### config.mk
export PLATFORM = sky130hd
export DESIGN_NAME = pipe_ctrl_v2
export DESIGN_NICKNAME = d
export VERILOG_FILES = /design/src/rtl/pipe_ctrl_v2.sv
export SDC_FILE = /design/constraint.sdc
export NUM_CORES = 1
export LEC_CHECK = 0
export ABC_AREA = 1
export CORE_UTILIZATION = 46
export CTS_BUF_LIST = sky130_fd_sc_hd__clkbuf_4
export CTS_CLUSTER_SIZE = 12
export DETAILED_ROUTE_END_ITERATION = 10
export PLACE_DENSITY = 0.87
export SLEW_MARGIN = 30
export SYNTH_ARGS = -nofsm -noshare
export SYNTH_HDL_FRONTEND = slang
export SYNTH_SLANG_ARGS = --single-unit
### constraint.sdc
create_clock -name clk -period 3 [get_ports clk]
set_input_delay 0.3 -clock clk [delete_from_list [all_inputs] [get_ports clk]]
set_output_delay 0.3 -clock clk [all_outputs]
set_load 0.03 [all_outputs]
### src/rtl/pipe_ctrl_v2.sv
// Pipeline control for the yadan core. It builds the stall mask and the
// per-stage flush strobes, and it arbitrates trap and branch redirects.
// A redirect that arrives while PC is stalled is held until PC can take it.
// A watchdog pulses once when PC has been stalled for STALL_LIMIT cycles.
//
// state | meaning
// IDLE  | no pending redirect; the redirect inputs pass straight to PC
// HOLD  | a redirect is latched and stays presented until PC takes it
module pipe_ctrl_v2 #(
   parameter int NSTAGE      = 5,
   parameter int ADDR_W      = 32,
   parameter int BR_STAGE    = 3,
   parameter int IF_STAGE    = 1,
   parameter int STALL_LIMIT = 1024
) (
   input  logic              clk,
   input  logic              rst,
   input  logic [NSTAGE-1:0] stallreq_i,
   input  logic              branch_flag_i,
   input  logic [ADDR_W-1:0] branch_addr_i,
   input  logic              trap_flag_i,
   input  logic [ADDR_W-1:0] trap_addr_i,
   output logic [NSTAGE-1:0] stalled_o,
   output logic [NSTAGE-1:0] flush_o,
   output logic              branch_flag_o,
   output logic [ADDR_W-1:0] branch_addr_o,
   output logic              redirect_fire_o,
   output logic              stall_timeout_o
);

   localparam int CNT_W = (STALL_LIMIT > 1) ? $clog2(STALL_LIMIT) : 1;
   localparam logic [CNT_W-1:0] CNT_MAX = CNT_W'(STALL_LIMIT - 1);

   typedef enum logic {IDLE = 1'b0, HOLD = 1'b1} state_t;

   state_t            state_q, state_d;
   logic [ADDR_W-1:0] hold_addr_q, hold_addr_d;
   logic              hold_trap_q, hold_trap_d;
   logic [CNT_W-1:0]  wd_cnt_q, wd_cnt_d;
   logic              wd_done_q, wd_done_d;

   logic              rd_flag;
   logic              rd_trap;
   logic [ADDR_W-1:0] rd_addr;
   logic [NSTAGE-1:0] eff_req;
   logic [NSTAGE-1:0] stall_mask;
   logic [NSTAGE-1:0] flush_mask;
   logic              fire;
   logic              wd_to;

   // Pick the redirect source: live inputs in IDLE, latched one in HOLD (trap may override)
   always_comb begin
      rd_flag = 1'b0;
      rd_trap = 1'b0;
      rd_addr = '0;
      if (state_q == IDLE) begin
         if (trap_flag_i) begin
            rd_flag = 1'b1;
            rd_trap = 1'b1;
            rd_addr = trap_addr_i;
         end else if (branch_flag_i) begin
            rd_flag = 1'b1;
            rd_addr = branch_addr_i;
         end
      end else begin
         rd_flag = 1'b1;
         if (trap_flag_i) begin
            rd_trap = 1'b1;
            rd_addr = trap_addr_i;
         end else begin
            rd_trap = hold_trap_q;
            rd_addr = hold_addr_q;
         end
      end
   end

   // Stall mask: everything at or below the highest effective request is held
   always_comb begin
      logic acc;
      acc     = 1'b0;
      eff_req = stallreq_i;
      eff_req[0] = 1'b0;
      // IF is waiting on a fetch that the redirect makes obsolete anyway
      if (rd_flag) eff_req[IF_STAGE] = 1'b0;
      for (int s = NSTAGE - 1; s >= 0; s--) begin
         acc           = acc | eff_req[s];
         stall_mask[s] = acc;
      end
   end

   // Flush strobes for the stages younger than the redirect source; stall wins
   always_comb begin
      fire       = rd_flag & ~stall_mask[0];
      flush_mask = '0;
      for (int s = 1; s < NSTAGE; s++) begin
         if (rd_trap || s < BR_STAGE) flush_mask[s] = 1'b1;
      end
      if (!fire) flush_mask = '0;
      flush_mask = flush_mask & ~stall_mask;
   end

   // Redirect FSM next state and latch control
   always_comb begin
      state_d     = state_q;
      hold_addr_d = hold_addr_q;
      hold_trap_d = hold_trap_q;
      case (state_q)
         IDLE: begin
            if (rd_flag && stall_mask[0]) begin
               state_d     = HOLD;
               hold_addr_d = rd_addr;
               hold_trap_d = rd_trap;
            end
         end
         HOLD: begin
            if (fire) begin
               state_d = IDLE;
            end else if (trap_flag_i) begin
               // a branch seen here comes from the wrong path; only traps replace
               hold_addr_d = trap_addr_i;
               hold_trap_d = 1'b1;
            end
         end
         default: state_d = IDLE;
      endcase
   end

   // Watchdog: saturating count of PC-stall cycles, one pulse per stall episode
   always_comb begin
      wd_to     = stall_mask[0] & (wd_cnt_q == CNT_MAX) & ~wd_done_q;
      wd_cnt_d  = '0;
      wd_done_d = 1'b0;
      if (stall_mask[0]) begin
         wd_cnt_d  = (wd_cnt_q == CNT_MAX) ? wd_cnt_q : wd_cnt_q + 1'b1;
         wd_done_d = wd_done_q | wd_to;
      end
   end

   // State registers
   always_ff @(posedge clk or posedge rst) begin
      if (rst) begin
         state_q     <= IDLE;
         hold_addr_q <= '0;
         hold_trap_q <= 1'b0;
         wd_cnt_q    <= '0;
         wd_done_q   <= 1'b0;
      end else begin
         state_q     <= state_d;
         hold_addr_q <= hold_addr_d;
         hold_trap_q <= hold_trap_d;
         wd_cnt_q    <= wd_cnt_d;
         wd_done_q   <= wd_done_d;
      end
   end

   // Outputs are forced quiet while reset is asserted, including the pass-through path
   always_comb begin
      stalled_o       = '0;
      flush_o         = '0;
      branch_flag_o   = 1'b0;
      branch_addr_o   = '0;
      redirect_fire_o = 1'b0;
      stall_timeout_o = 1'b0;
      if (!rst) begin
         stalled_o       = stall_mask;
         flush_o         = flush_mask;
         branch_flag_o   = rd_flag;
         branch_addr_o   = rd_addr;
         redirect_fire_o = fire;
         stall_timeout_o = wd_to;
      end
   end

endmodule

# == Word level (Yosys, flattened, before mapping) ==
# Cells that the tools add are included.
# Widths: inputs -> output; s select.
# word_totals
ff_bits,45
latchBits,0
mem_bits_rw,0
rom_bits,0
input_bits,73
wordCells,55
n_memories,0
# op_classes
n_addsub,1
multipliers,0
n_div,0
n_lt_le_gt_ge,0
n_eq_ne,4
shifts,0
n_mux,31
bitwise,12
reduce_logical,2
# ops
operator,count
$mux 32,7
$pmux 32 s2,1
$mux 10,2
$mux 1,16
$mux 5,3
$add 10x1->10 const B,1
$eq 10x10->1 const B,1
$and 5x5->5,1
$not 5->5,1
$ne 2x2->1 const B,2
$or 1x1->1,4
$pmux 1 s2,2
$and 1x1->1,3
$not 1->1,3
$ne 2x1->1 const B,1
$reduce_and 2->1,1
$logic_and 1x1->1,1

# == Logic depth before layout (Yosys ltp) ==
# Gate-level depths: netlist of run 1.
# logic_depth
word_depth,10
depth_mapped,8

# == Worst setup path after synthesis of run 1 ==
# OpenSTA, ideal clock, no wires.
# synth_path
path_type,input to output
startpoint,in rst
endpoint,out stalled_o[1]
t_arrival_ns,2.575
path_slack_ns,0.125
cell_stages,5
path_buffers,2
path_cell_list,inv_1 clkbuf_1 nand2_1 inv_1 buf_4
# synth_between
elab_chain_len,1
# synth_lines
element,line,text
"start, declared",17,"input logic rst,"
$mux 5,164,if (!rst) begin
"end, declared",23,"output logic [NSTAGE-1:0] stalled_o,"
# Every way passes these cells.

# == Worst setup path in the final report of run 1 ==
# layout_path
startpoint,reg state_q
endpoint,out branch_addr_o[20]
# layout_between
elab_chain_len,2
# layout_lines
element,line,text
"start, declared",36,"state_t state_q, state_d;"
"start signal, assigned",148,state_q <= state_d;
$mux 32,56,if (state_q == IDLE) begin
$mux 32,164,
"end, declared",26,"output logic [ADDR_W-1:0] branch_addr_o,"
# Every way passes these cells.

==> reports/metrics.csv, run 1 <==
stage,metric,value,unit
run_status,outcome,"complete, no violations",
worst_setup_path,crit_family,simple AND/OR/NAND/NOR gates,
sta,layout_setup_ws,0.2196,ns
sta,worst_pin_slew,0.5594,ns
route,first_pass_iters,4,
route,wl_per_cell,12.66,um
worst_setup_path,cp_num_buf_inv,1,
grt,grt-ovfl-total,0,
worst_setup_path,worst-endpoint-arrival,2.48,ns
finish,fin_area,4220,um^2
die,design.die.area,6964,um^2
logic_synthesis,syn-num-nets,521,
route,drtIter0Drc,144,
logic_synthesis,synth-seq-cells,45,
finish,nNetsFinal,622,
clock_network,clk_latency,0.35,ns
route,vias,3167,
place,place_hpwl,5603,um
power,irDropWorstVdd,0.2704,mV
sta,tns,0,ns
logic_synthesis,synth_cells,447,
route,drc,0,
power,p_leak,0.001998,uW
clock_network,cts_max_path_buffers,2,
sta,fmax,0.3597,GHz
die,rows,29,
sta,finalCritPeriodShare,92.68,%
finish,mostFrequentLayoutCells,"177 x nand2_1, 106 x clkdlybuf4s50_1, 53 x a21oi_1",
place,placed_cell_area,4116,um^2
grt,antenna_found_initial,0,
finish,syn2layout_area_growth,38.29,%
power,powerDensity,440.4,nW/um^2
clock_network,cts_buffers,5,
grt,grt_pass1_vias,3052,
clock_network,h-tree-depth,2,
logic_synthesis,syn_area,3052,um^2
die,die_h,83.45,um
sta,clock_skew,0.01447,ns
power,power.switching,609.6,uW
job,drv_cap,0,
finish,final_common_cell,nand2_1,
sta,setup_viol,0,
worst_setup_path,path_cells,"nor2_8, nand2_1, a21oi_1, and2_1, clkdlybuf4s50_1",
logic_synthesis,syn_area_per_cell,6.827,um^2
clock_network,postCtsSetupBuffers,0,
clock_network,clk_pin_slew,0.13,ns
worst_setup_path,slowest_delay,0.66,ns
logic_synthesis,yosysWarnings,0,
route,drt_wl_total,7923,um
die,start_util,47.79,%
worst_setup_path,path_max_fanout,32,
sta,fin_crit,2.780,ns
min_path,hp-class,primary input to asynchronous set/reset pin,
finish,drive_above_1_share,11.11,%
power,p_int,1249,uW
place,finalWeightedCongestion,0.8505,
power,sw_frac_of_total,32.80,%
route,postRouteAntennaNets,0,
die,coreArea,6386,um^2
finish,antenna_cells,0,
logic_synthesis,ys_types,30,
worst_setup_path,crit_path_start_kind,register,
power,clkPwrFrac,24.1,%
sta,max_slew_margin,62.65,%
die,pin_count,118,
sta,hold_viol,0,
sta,grt_setup_unrepaired,false,
grt,grt_pass1_wl,13680,um
worst_setup_path,end_kind,output pin,
worst_setup_path,critical_path.slowest_cell,clkdlybuf4s50_1,
die,die_x,83.45,um
grt,grtUsageTotal,23.84,%
grt,grt_max_degree,36,
place,pre_cts_ws,0.2582,ns
power,p_seq_share,41.7,%
clock_network,cts_root_buffer,clkbuf_4,
route,vias_per_cell,5.059,
place,portBuffers,115,
sta,slew_viol_final,0,
power,power_frac_comb,34.1,%
clock_network,cts_tree,yes,
worst_setup_path,worstSetupPathType,register to output pin,
clock_network,cts_sinks,45,
logic_synthesis,ys_seq_area_share,36.90,%
worst_setup_path,critPathRequiredTime,2.70,ns
cell type report:
type	count	area (um^2)
fillers	556	2166
multi-input cells	354	1639
repair buffers	121	1174
flip-flops and latches	45	1127
well taps	77	96.34
inverters	21	81.33
clock inverters	3	65.06
clock buffers	5	37.54
worst register-to-register path, cell delays in order (launching register included):
cell and delay [ns]:
dfrtp_2 0.55, nor2_4 0.15, nand2_2 0.07, nand2_4 0.31, inv_4 0.26, nand2_1 0.13, nand2_1 0.07
through the flow:
stage	instances	total power [uW]	hold slack [ns]	util (%)
detailed placement	618	1417	0.4666	64.46
finish	626	1859	0.3400	66.09
global route	626	1966	0.3840	66.09
global placement	618	1393	0.4617	64.46
CTS	626	1870	0.3349	66.07
floorplan	447	1177	0.4491	-
metal layers:
metal / track usage, % / part of all wire, % / vias to the layer above
li1: - / - / 1598
met1: 30.40 / 43 / 1447
met2: 41.88 / 49 / 115
met3: 4.352 / 6.6 / 7
met4: 6.009 / 0.96 / 0
met5: 0 / 0 / -
cells by family after synthesis:
group           Yosys count  synth area share (%)
simple gates            295                 43.62
compound gates           56                 9.266
buf+inv                  48                 9.389
flops                    45                 36.90
xor+xnor                  1                0.2871
fa+ha+maj                 1                0.4099
other cells               1                0.1229
Yosys cell counts, drive strengths merged:
cell    count  area [um^2]
a21oi      53        265.3
and2       15        93.84
buf        23        188.9
clkbuf      4        16.26
conb        1        3.750
dfrtp      45         1126
ha          1        12.51
inv        21        81.33
nand2     180        688.2
nand3      30        200.2
nand3b      2        15.01
nand4       1        6.260
nor2       47        205.2
nor3        2        10.01
o211ai      1        7.510
o21ai       2        10.01
or2        18        112.6
xnor2       1        8.760
power by group through the flow:
stage / clock network (uW) / registers, uW / logic (uW)
after CTS: 459 / 772 / 639
after detailed placement: 0 / 783 / 634
after global routing: 477 / 786 / 702
after global placement: 0 / 776 / 618
final: 448 / 775 / 635
after floorplan: 0 / 762 / 414
registers in the layout (all words and copies together) (netlist names):
signal and cells:
hold_addr_q 32, wd_cnt_q 10, hold_trap_q 1, state_q 1, wd_done_q 1
final timing paths:
check	start	end	slack [ns]	cells after the start
max	state_q	branch_addr_o[20]	0.22	5
max in group asynchronous	rst	state_q	1.99	3
max reg2reg	state_q	hold_addr_q[16]	1.33	6
min	rst	hold_addr_q[15]	0.34	2
min in group clk	hold_addr_q[19]	hold_addr_q[19]	0.50	2
min reg2reg	hold_addr_q[19]	hold_addr_q[19]	0.50	2
timing repair:
action / CTS / global route
gates resized for setup: 0 / 1
hold buffers: 0 / 0
setup endpoints to repair: 0 / 8
Note: power is estimated with default switching activity, not from simulation.
==> run 2: changes to the inputs <==
--- a/config.mk
+++ b/config.mk
@@ -10,6 +10,7 @@
 export CTS_BUF_LIST = sky130_fd_sc_hd__clkbuf_4
 export CTS_CLUSTER_SIZE = 12
 export DETAILED_ROUTE_END_ITERATION = 10
+export GPL_TIMING_DRIVEN = 0
 export PLACE_DENSITY = 0.87
 export SLEW_MARGIN = 30
 export SYNTH_ARGS = -nofsm -noshare
==> constraint.sdc (replaced) <==
create_clock -name clk -period 2.9 [get_ports clk]
set_input_delay 0.29 -clock clk [delete_from_list [all_inputs] [get_ports clk]]
set_output_delay 0.29 -clock clk [all_outputs]
set_load 0.03 [all_outputs]
==> reports/metrics.csv, run 2 (synthesized netlist as in run 1, its figures left out) <==
stage,metric,value,unit
run_status,outcome,"complete, no violations",
worst_setup_path,rrSetupSlack,1.46,ns
die,coreArea,6386,um^2
die,start_util,47.79,%
worst_setup_path,worstSetupPathType,primary input to output pin,
clock_network,clk_pin_slew,0.13,ns
finish,nNetsFinal,643,
die,die_h,83.45,um
clock_network,postCtsSetupBuffers,0,
finish,fillers,560,
job,drv_cap,0,
clock_network,cts_tree,yes,
route,vias,3304,
power,clkPwrFrac,18.2,%
route,drt_wl_total,8667,um
die,design.die.area,6964,um^2
worst_setup_path,path_max_fanout,30,
power,p_int,1171,uW
route,wl_per_cell,13.40,um
worst_setup_path,worst-endpoint-arrival,2.46,ns
clock_network,cts_max_path_buffers,2,
place,finalWeightedCongestion,0.8262,
finish,final_common_cell,nand2_1,
finish,syn2layout_area_growth,43.30,%
grt,grt_pass1_vias,3293,
place,portBuffers,114,
finish,regMostFlops,hold_addr_q,
power,power_frac_comb,37.9,%
sta,worst_pin_slew,0.5499,ns
sta,fin_crit,2.749,ns
die,pin_count,118,
place,place_hpwl,6603,um
min_path,hp-class,primary input to register,
finish,drive_above_1_share,12.28,%
finish,antenna_cells,0,
place,placed_cell_area,4313,um^2
grt,antenna_found_initial,0,
clock_network,ctsResizeCount,0,
sta,setup_viol,0,
route,first_pass_iters,4,
clock_network,clk_latency,0.37,ns
die,die_x,83.45,um
clock_network,cts_sinks,45,
sta,grt_setup_unrepaired,false,
grt,grt_pass1_wl,14500,um
finish,reg_top3,"hold_addr_q: 32 flops, wd_cnt_q: 10 flops",
route,vias_per_cell,5.107,
power,irDropWorstVdd,0.2096,mV
sta,finalCritPeriodShare,94.80,%
grt,grt_max_degree,31,
clock_network,h-tree-depth,2,
power,powerDensity,415.2,nW/um^2
sta,hold_viol,0,
sta,fmax,0.3637,GHz
grt,grtUsageTotal,25.63,%
worst_setup_path,crit_path_start_kind,primary input,
die,rows,29,
power,p_leak,0.002070,uW
finish,mostFrequentLayoutCells,"177 x nand2_1, 114 x clkdlybuf4s50_1, 53 x a21oi_1",
sta,clock_skew,0.01008,ns
clock_network,cts_buffers,5,
power,p_seq_share,43.8,%
place,pre_cts_ws,0.1171,ns
route,drc,0,
worst_setup_path,end_kind,output pin,
worst_setup_path,critPathRequiredTime,2.61,ns
finish,fin_area,4373,um^2
clock_network,cts_hold_buf,0,
clock_network,cts_root_buffer,clkbuf_4,
sta,slew_viol_final,0,
route,drtIter0Drc,142,
power,power.switching,644.5,uW
power,sw_frac_of_total,35.50,%
grt,grt-ovfl-total,0,
sta,max_slew_margin,63.34,%
finish,largest_reg_flops,32,
route,postRouteAntennaNets,0,
sta,layout_setup_ws,0.1507,ns
==> run 2: power by group through the flow <==
stage | Clock (uW) | Sequential, uW | Combinational (uW)
after floorplan | 0 | 789 | 429
after global placement | 0 | 798 | 666
after detailed placement | 0 | 804 | 686
after CTS | 329 | 793 | 690
after global routing | 350 | 807 | 761
final | 331 | 796 | 689
==> run 2: final cells by class <==
cell class / count / area [um^2] / area share, %
multi-input combinational: 354 / 1639 / 37.48
timing repair buffer: 115 / 1161 / 26.55
clock buffer: 8 / 60.06 / 1.373
sequential: 45 / 1126 / 25.75
buffer: 27 / 209.0 / 4.778
tap: 77 / 96.34 / 2.203
inverter: 21 / 81.33 / 1.860
==> run 2: stage by stage <==
step                std cells  TNS [ns]  hold WS, ns  utilization (%)  power (uW)
floorplan                 447         0       0.4491                -        1217
global placement          638    -43.84       0.4617            67.16        1464
detailed placement        639         0       0.4658            67.54        1490
CTS                       647         0       0.3566            68.48        1812
global route              647         0       0.3895            68.48        1918
finish                    647         0       0.3502            68.48        1816
==> run 2: final timing paths <==
check,start,to,cells after the start
min,trap_flag_i,hold_addr_q[14],5
min in group asynchronous,rst,wd_cnt_q[3],3
max reg2reg,wd_cnt_q[0],wd_cnt_q[6],7
min reg2reg,hold_addr_q[21],hold_addr_q[21],2
max in group asynchronous,rst,hold_addr_q[30],4
max,rst,branch_addr_o[26],6
==> run 2: worst max-delay path, cell delays in order <==
cell and delay [ns]:
clkdlybuf4s50_1 0.49, inv_1 0.23, buf_4 0.35, buf_12 0.24, and2_1 0.18, clkdlybuf4s50_1 0.67
==> run 2: layer usage <==
metal	vias up	share of wire, %	global-route usage, %
met5	-	0	0
met4	0	2.6	9.091
met3	20	7.7	6.627
met2	142	48	44.86
met1	1496	41	30.46
li1	1646	-	-
==> run 3: changes to the inputs <==
==> constraint.sdc (replaced) <==
create_clock -name clk -period 2.78 [get_ports clk]
set_input_delay 0.278 -clock clk [delete_from_list [all_inputs] [get_ports clk]]
set_output_delay 0.278 -clock clk [all_outputs]
set_load 0.03 [all_outputs]
==> reports/metrics.csv, run 3 (synthesized netlist as in run 1, its figures left out) <==
stage,metric,value,unit
die,die_x,83.45,um
sta,clock_skew,0.005878,ns
sta,setup_viol,0,
route,first_pass_iters,5,
die,rows,29,
clock_network,h-tree-depth,2,
route,drtIter0Drc,146,
clock_network,cts_sinks,45,
sta,grt_setup_unrepaired,false,
power,clkPwrFrac,20.7,%
power,p_leak,0.002071,uW
clock_network,clk_pin_slew,0.13,ns
grt,grtUsageTotal,25.26,%
route,drt_wl_total,8498,um
finish,mostFrequentLayoutCells,"177 x nand2_1, 114 x clkdlybuf4s50_1, 53 x a21oi_1",
sta,worst_pin_slew,0.5591,ns
sta,slew_viol_final,0,
grt,grt_pass1_wl,14370,um
place,place_hpwl,6434,um
route,postRouteAntennaNets,0,
place,portBuffers,114,
worst_setup_path,worstSetupPathType,register to output pin,
grt,grt-ovfl-total,0,
power,p_seq_share,42.5,%
finish,largest_reg_flops,32,
power,power.total,1952,uW
die,design.die.area,6964,um^2
worst_setup_path,worst-endpoint-arrival,2.32,ns
power,powerDensity,445.1,nW/um^2
die,coreArea,6386,um^2
clock_network,cts_buffers,5,
power,sw_frac_of_total,34.02,%
sta,layout_setup_ws,0.1808,ns
sta,fmax,0.3847,GHz
route,wl_per_cell,13.15,um
job,drv_cap,0,
place,pre_cts_ws,-0.1863,ns
grt,antenna_found_initial,0,
worst_setup_path,slowest_delay,0.67,ns
sta,fin_crit,2.599,ns
finish,final_util,68.65,%
power,irDropWorstVdd,0.2286,mV
finish,nNetsFinal,642,
worst_setup_path,path_max_fanout,10,
route,drc,0,
route,vias_per_cell,5.084,
worst_setup_path,crit_path_start_kind,register,
power,power_frac_comb,36.8,%
run_status,outcome,"complete, no violations",
finish,fin_area,4384,um^2
worst_setup_path,end_kind,output pin,
worst_setup_path,critPathRequiredTime,2.50,ns
die,start_util,47.79,%
grt,grt_pass1_vias,3180,
clock_network,cts_hold_buf,0,
worst_setup_path,path_common_cell,buf_6,
place,finalWeightedCongestion,0.8627,
finish,syn2layout_area_growth,43.67,%
grt,grt_max_degree,55,
die,die_h,83.45,um
clock_network,cts_root_buffer,clkbuf_4,
clock_network,cts_max_path_buffers,2,
sta,max_slew_margin,62.72,%
finish,antenna_cells,0,
die,pin_count,118,
worst_setup_path,path_cells,"buf_6, nor2_8, buf_6, nand2_1, a21oi_1, and2_1, clkdlybuf4s50_1",
power,power.switching,664.0,uW
place,placed_cell_area,4293,um^2
route,vias,3284,
worst_setup_path,critical_path.slowest_cell,clkdlybuf4s50_1,
clock_network,clk_latency,0.35,ns
clock_network,cts_tree,yes,
finish,reg_top3,"hold_addr_q: 32 flops, wd_cnt_q: 10 flops",
clock_network,postCtsSetupBuffers,0,
sta,hold_viol,0,
finish,regMostFlops,hold_addr_q,
min_path,hp-class,primary input to register,
sta,finalCritPeriodShare,93.50,%
finish,drive_above_1_share,11.95,%
power,p_int,1288,uW
finish,final_common_cell,nand2_1,
-- run 3: critical path, delay by kind of cell (launching register included) --
kind,cells,cell delay [ns]
simple gates,3,0.40
compound gates,1,0.19
buf+inv,3,0.98
flops,1,0.39
-- run 3: power groups by stage --
stage	Sequential (uW)	Clock (uW)	Combinational [uW]
after floorplan	823	0	447
after global placement	834	0	695
after detailed placement	840	0	712
after CTS	827	413	719
after global routing	844	441	790
final	830	404	718
-- run 3: final timing paths --
check	startpoint	end	slack, ns	cells past startpoint
setup / recovery	state_q	branch_addr_o[26]	0.18	7
hold / removal	trap_flag_i	hold_addr_q[13]	0.39	5
setup reg to reg	wd_cnt_q[0]	wd_cnt_q[7]	1.26	7
hold reg to reg	hold_addr_q[16]	hold_addr_q[16]	0.50	2
max in group asynchronous	rst	hold_addr_q[30]	1.97	3
min in group asynchronous	rst	hold_addr_q[18]	0.59	3
-- run 3: timing repair --
item                                    in CTS  in global routing
resized for setup                            1                  2
hold endpoints to repair                     0                  0
endpoints found under the setup margin      11                  3
-- run 3: cell type report --
type                       instances  area [um^2]
timing repair buffer             114         1141
fill                             518         2002
inverter                          21        81.33
sequential                        45         1126
tap                               77        96.34
clock buffer                       6        45.04
buffer                            27        221.5
clock inverter                     2        33.78
multi-input combinational        354         1639
-- run 3: routing by layer --
layer,wire (um),global-route usage [%],vias to the layer above
li1,-,-,1639
met1,3630,30.86,1502
met2,4202,44.71,127
met3,519,5.341,16
met4,146,7.704,0
met5,0,0,-
-- run 3: stage by stage --
step | instances | hold WS, ns | setup TNS (ns)
floorplan | 447 | 0.4491 | 0
global placement | 638 | 0.4614 | -4.893
detailed placement | 638 | 0.4658 | -0.9637
CTS | 646 | 0.3736 | 0
global route | 646 | 0.4049 | 0
finish | 646 | 0.3871 | 0
